===== src/rtl/sdram_line_reader.sv =====
// Turns 128-bit line read requests into 8 pipelined 16-bit Avalon-MM reads and
// assembles the returned beats into one line, strobing ac when it is complete.
module sdram_line_reader #(
    parameter int BEATS          = 8,
    parameter int STARTUP_CYCLES = 100
) (
    input  logic         clk,
    input  logic         reset,
    input  logic         rd,
    input  logic [21:0]  addr,
    output logic         wait_o,
    output logic         ac,
    output logic [127:0] data,
    output logic [24:0]  avm_address,
    output logic         avm_read,
    output logic [1:0]   avm_byteenable,
    input  logic         avm_waitrequest,
    input  logic [15:0]  avm_readdata,
    input  logic         avm_readdatavalid
);

    localparam int SW = $clog2(STARTUP_CYCLES + 1);

    typedef enum logic [2:0] {
        S_STARTUP,
        S_IDLE,
        S_ISSUE,
        S_DRAIN,
        S_DONE
    } state_t;

    state_t        state, state_next;
    logic [SW-1:0] startup_cnt;
    logic [21:0]   line_addr;
    logic [3:0]    issue_cnt;
    logic [3:0]    rcv_cnt;
    logic          issue_accept;
    logic          beat_capture;
    logic          last_beat;

    // Beats are only captured while a line is in flight; rcv_cnt saturates at BEATS.
    always_comb begin
        issue_accept = (state == S_ISSUE) && !avm_waitrequest;
        beat_capture = ((state == S_ISSUE) || (state == S_DRAIN)) &&
                       avm_readdatavalid && (rcv_cnt < 4'(BEATS));
        last_beat    = beat_capture && (rcv_cnt == 4'(BEATS - 1));
    end

    always_comb begin
        state_next = state;
        unique case (state)
            S_STARTUP: if (startup_cnt == SW'(STARTUP_CYCLES - 1)) state_next = S_IDLE;
            S_IDLE:    if (rd) state_next = S_ISSUE;
            S_ISSUE: begin
                if (last_beat)
                    state_next = S_DONE;
                else if (issue_accept && (issue_cnt == 4'(BEATS - 1)))
                    state_next = S_DRAIN;
            end
            S_DRAIN:   if (last_beat) state_next = S_DONE;
            S_DONE:    state_next = S_IDLE;
            default:   state_next = S_STARTUP;
        endcase
    end

    always_comb begin
        wait_o         = (state != S_IDLE);
        ac             = (state == S_DONE);
        avm_read       = (state == S_ISSUE);
        avm_address    = {line_addr, 3'b000} + 25'(issue_cnt);
        avm_byteenable = 2'b11;
    end

    always_ff @(posedge clk or posedge reset) begin
        if (reset) begin
            state       <= S_STARTUP;
            startup_cnt <= '0;
            line_addr   <= '0;
            issue_cnt   <= '0;
            rcv_cnt     <= '0;
            data        <= '0;
        end else begin
            state <= state_next;
            if (state == S_STARTUP)
                startup_cnt <= startup_cnt + SW'(1);
            if ((state == S_IDLE) && rd) begin
                line_addr <= addr;
                issue_cnt <= '0;
                rcv_cnt   <= '0;
            end
            if (issue_accept)
                issue_cnt <= issue_cnt + 4'd1;
            if (beat_capture) begin
                data[{rcv_cnt[2:0], 4'b0000} +: 16] <= avm_readdata;
                rcv_cnt <= rcv_cnt + 4'd1;
            end
        end
    end

endmodule

===== config.mk =====
export PLATFORM = sky130hd
export DESIGN_NAME = sdram_line_reader
export DESIGN_NICKNAME = d
export VERILOG_FILES = /design/src/rtl/sdram_line_reader.sv
export SDC_FILE = /design/constraint.sdc
export NUM_CORES = 1
export LEC_CHECK = 0
export ABC_AREA = 1
export BUFFER_PORTS_ARGS = -buffer_cell sky130_fd_sc_hd__buf_2
export CAP_MARGIN = 10
export CORE_MARGIN = 5
export CORE_UTILIZATION = 46
export CTS_CLUSTER_SIZE = 24
export DETAILED_ROUTE_END_ITERATION = 8
export GPL_TIMING_DRIVEN = 1
export PLACE_DENSITY_LB_ADDON = 0.25
export SLEW_MARGIN = 20
export SYNTH_ARGS = -nofsm -noshare
export SYNTH_HDL_FRONTEND = slang
export SYNTH_SLANG_ARGS = --single-unit

===== constraint.sdc =====
create_clock -name clk -period 5 [get_ports clk]
set_input_delay 0.5 -clock clk [delete_from_list [all_inputs] [get_ports clk]]
set_output_delay 0.5 -clock clk [all_outputs]
set_load 0.01 [all_outputs]

# After elaboration in Yosys (flattened, before gate mapping)
# Cells that the tools add are included.
# word_totals
output_inout_bits	158
wordCells	48
register_bits	168
inputBits	43
# op_classes
shifts	2
n_lt_le_gt_ge	1
mux	10
n_addsub	5
n_reduce_logical	12
eq_ne	12
# ops
cell	count
128-bit bitwise mux	1
16-bit by 9-bit variable shift with 128-bit output (first input constant)	1
16-bit by 9-bit indexed part select with 128-bit output	1
25-bit by 4-bit adder with 25-bit output	1
3-bit two-way mux	5
3-bit one-hot mux with 5 select lines	1
4-bit two-way mux	3
7-bit negation with 9-bit output	1
4-bit by 1-bit adder with 4-bit output (second input constant)	2
4-bit by 3-bit == test with 1-bit output (second input constant)	2
7-bit by 1-bit adder with 7-bit output (second input constant)	1
7-bit == test (second input constant)	1
3-bit by 2-bit == test with 1-bit output (second input constant)	2
1-bit logical AND	6
2-bit inequality test (second input constant)	3
3-bit by 1-bit inequality test with 1-bit output (second input constant)	2
4-bit less-than comparator (second input constant)	1
4-bit AND reduction	1
2-bit nonzero test	2
3-bit by 1-bit == test with 1-bit output (second input constant)	1
3-bit == test (second input constant)	1
3-bit logical NOT	1
1-bit logical NOT	1
1-bit logical OR	1

# Logic depth before layout (Yosys ltp)
# logic_depth
ltp_word	7
ltp_mapped	10
mapped_depth_nobuf	9

# Worst setup path before layout
# Ideal clock, no wire load.
# synth_path
path_type	reg-to-output
startpoint	register issue_cnt[3]
endpoint	output port avm_address[15]
arrival_ns	1.418
n_path_buf	0
required_ns	4.500
setup_slack_ns	3.082
stages_incl_launch_ff	7
cell_sequence	dfrtp_1 > ha_1 > ha_1 > inv_1 > nor2_1 > nand3_1 > xor2_1
# synth_via
elab_chain_cells	1
# synth_lines
item	line_no	text
start: declaration	35	logic [3:0] issue_cnt;
start signal: assignment	92	issue_cnt <= issue_cnt + 4'd1;
25-bit by 4-bit adder with 25-bit output	70	avm_address = {line_addr, 3'b000} + 25'(issue_cnt);
end: declaration	14	output logic [24:0] avm_address,
# No other way between the ends.

# Worst setup path after layout
# layout_path
startpoint	register issue_cnt[3]
endpoint	output port avm_address[18]
# The elaborated chain is that of the path after synthesis.

==> flow_summary_export.csv <==
group,metric,value,unit
outcome,status,"completed",
detailed_routing,avgRoutedWirePerCell,16.3,um
yosys,ys.flop_type,"dfrtp_1",
die,die_area,18200,um2
detailed_routing,first_pass_iters,5,
timing,slew_violations,0,
die,coreArea,15300,um2
yosys,synth_edf_count,0,
clocking,ctsHtreeMaxLevel,4,
yosys,yosysMostFrequentCell,"nand2_1",
grt,grt_pass1_wl,30300,um
clocking,cts_sinks,168,
die,io_pins,201,
placement,post-place-ws,2520,ps
placement,finalWeightedCongestion,0.847,
timing,setup_viol,0,
detailed_routing,ant_nets,0,
cells_and_area,drive_gt1_share,27.6,%
job,cap_violations,0,
critical_path,critical_path.cell_chain,"ha_1, nand2_1, nor2_1, nand2_1, nor2_1, xor2_1, buf_2",
critical_path,worstReg2RegEnd,"data[77]",
hold_path,min_to,"line_addr[3]",
critical_path,required,4500,ps
detailed_routing,drc,0,
clocking,cts_made_buffers,17,
clocking,cts_tree,"yes",
hold_path,worst_hold_path_type,"primary input to flip-flop",
critical_path,r2r_start,"rcv_cnt[0]",
timing,tns,0,ps
die,die_y,135,um
cells_and_area,num-fill-cells,1392,
critical_path,reg2reg_depth,8,
yosys,ys_seq_area_share,58.4,%
clocking,path_clk_slew,60,ps
clocking,postCtsSetupRepairBufs,0,
power_and_ir_drop,vdd_ir_drop_max,350,uV
timing,fin_crit_sh,52.6,%
power_and_ir_drop,finalPower,5.74,mW
yosys,ys_ff_latch,168,
clocking,clock_latency,420,ps
hold_path,holdPathStages,3,
grt,overflow,0,
grt,antenna_found_initial,0,
die,die_w,135,um
timing,clock.fmax,380,MHz
detailed_routing,via_per_inst,4.83,
critical_path,critical_path_class,"flip-flop to output pin",
yosys,synth.avg_cell_area,9.23,um2
yosys,syn_inst,780,
critical_path,cp_max_fo,5,
timing,slew_headroom,38.8,%
yosys,synth_common_cells,"nand2_1 (244), dfrtp_1 (168), o21ai_1 (97)",
hold_path,min_from,"addr[3]",
clocking,cts-root-buf,"clkbuf_16",
yosys,synthArstFlopShare,100,%
yosys,yosys_warnings,0,
timing,worstMarginPinSlew,918,ps
yosys,yosys.area.top_type,"dfrtp_1",
critical_path,startpoint_type,"flip-flop",
yosys,synthTopCellsByArea,"dfrtp_1 (58%), nand2_1 (13%), o21ai_1 (6.7%)",
grt,grt_max_degree,169,
critical_path,rrSetupSlack,2490,ps
cells_and_area,antenna_cells,0,
die,rows,45,
timing,layout_min_cycle_time,2630,ps
timing,finClkSkew,9.13,ps
timing,rsz0062_at_grt,"no",
placement,dp_hpwl,13200,um
critical_path,cp.arrival,2130,ps
timing,hold_viol,0,
critical_path,cp-end-kind,"output pin",
power_and_ir_drop,p_leak,4.66,nW
grt,grt_pass1_vias,5691,
yosys,synthDistinctLibCells,28,
cells_and_area,post-route-cell-area,8810,um2
detailed_routing,drt_iter0_drc,347,
critical_path,critical_path.slowest_cell,"dfrtp_1",
cells_and_area,layout.nets,1016,
yosys,synth_top_cell_area_share,58.4,%
grt,grtUsageTotal,21.6,%
placement,place_area,8220,um2
placement,portBuffers,198,
detailed_routing,routed_wl,19300,um
clocking,cts_resized,0,
timing,fin_worst_hold_slack,283,ps
power_and_ir_drop,power_density,651,nW/um2
die,start_util,47.2,%
clocking,ctsLongestPathBuffers,2,
clocking,cts-hold-fix-buffers,0,
yosys,synth.cell_area,7200,um2
detailed_routing,vias,5741,
timing,layout_setup_ws,2370,ps
critical_path,slowest_delay,380,ps
cells_and_area,syn_to_final_growth,22.4,%
==> layer usage <==
metal | vias to the layer above | wire length, um | global-route usage (%)
li1 | 2852 | - | -
met1 | 2693 | 8530 | 29.0
met2 | 179 | 8830 | 33.0
met3 | 17 | 1700 | 8.20
met4 | 0 | 276 | 6.05
met5 | - | 0 | 0
==> power breakdown <==
part	leakage, nW	internal [mW]	switching, mW
clock	0.275	0.797	0.541
combinational	2.24	0.820	1.26
sequential	2.14	1.93	0.391
total	4.66	3.55	2.19
==> cell usage in the layout, fill, tap and decap left out, drive strengths merged, types with 5 or more instances in the layout <==
cell type,n
nor2,47
xor2,19
clkinvlp,5
clkbuf,20
nand3,28
buf,199
inv,61
o21ai,148
nand2,252
ha,7
dfrtp,168
==> stage by stage <==
| stage | std cells | util [%] |
|---|---|---|
| after floorplan | 781 | - |
| after global placement | 1158 | 53.9 |
| after detailed placement | 1158 | 53.9 |
| after CTS | 1188 | 57.8 |
| after global routing | 1188 | 57.8 |
| final | 1188 | 57.8 |
==> worst max-delay path by stage <==
stage	end	from	slack, ps
5_1_grt	avm_address[16]	issue_cnt[3]	2130
2_1_floorplan	data[0]	reset	2360
4_1_cts	avm_address[15]	issue_cnt[3]	2340
6_report	avm_address[18]	issue_cnt[3]	2370
3_3_place_gp	data[73]	rcv_cnt[0]	2620
3_5_place_dp	data[71]	rcv_cnt[0]	2520
==> critical path: cells and delay by family (launching register included) <==
kind          cells  cell delay [ps]
xor+xnor          1              170
fa+ha+maj         1              270
buf+inv           1              150
flops             1              380
simple gates      4              740
==> logic make-up after synthesis <==
kind of cell / after synthesis / synth area share, %
flip-flops: 168 / 58.4
other: 1 / 0.0521
adder cells (fa/ha/maj): 7 / 1.22
buffers and inverters: 94 / 6.80
AO/OA/AOI/OAI: 155 / 11.8
AND/OR/NAND/NOR: 335 / 19.3
XOR/XNOR: 20 / 2.43
==> area by class of cell <==
| type | count | area (um2) | area share, % |
|---|---|---|---|
| Timing Repair Buffer | 199 | 1010 | 11.5 |
| Multi-Input combinational cell | 519 | 2510 | 28.5 |
| Sequential cell | 168 | 4200 | 47.7 |
| Tap cell | 211 | 264 | 3.00 |
| Clock buffer | 20 | 447 | 5.07 |
| Clock inverter | 10 | 146 | 1.66 |
| Inverter | 61 | 233 | 2.64 |
==> state kept, by name, indices dropped and copies added (netlist names) <==
name         flops
issue_cnt        4
line_addr       22
rcv_cnt          4
data           128
startup_cnt      7
state            3
No activity file was read; power rests on OpenSTA's default activity.
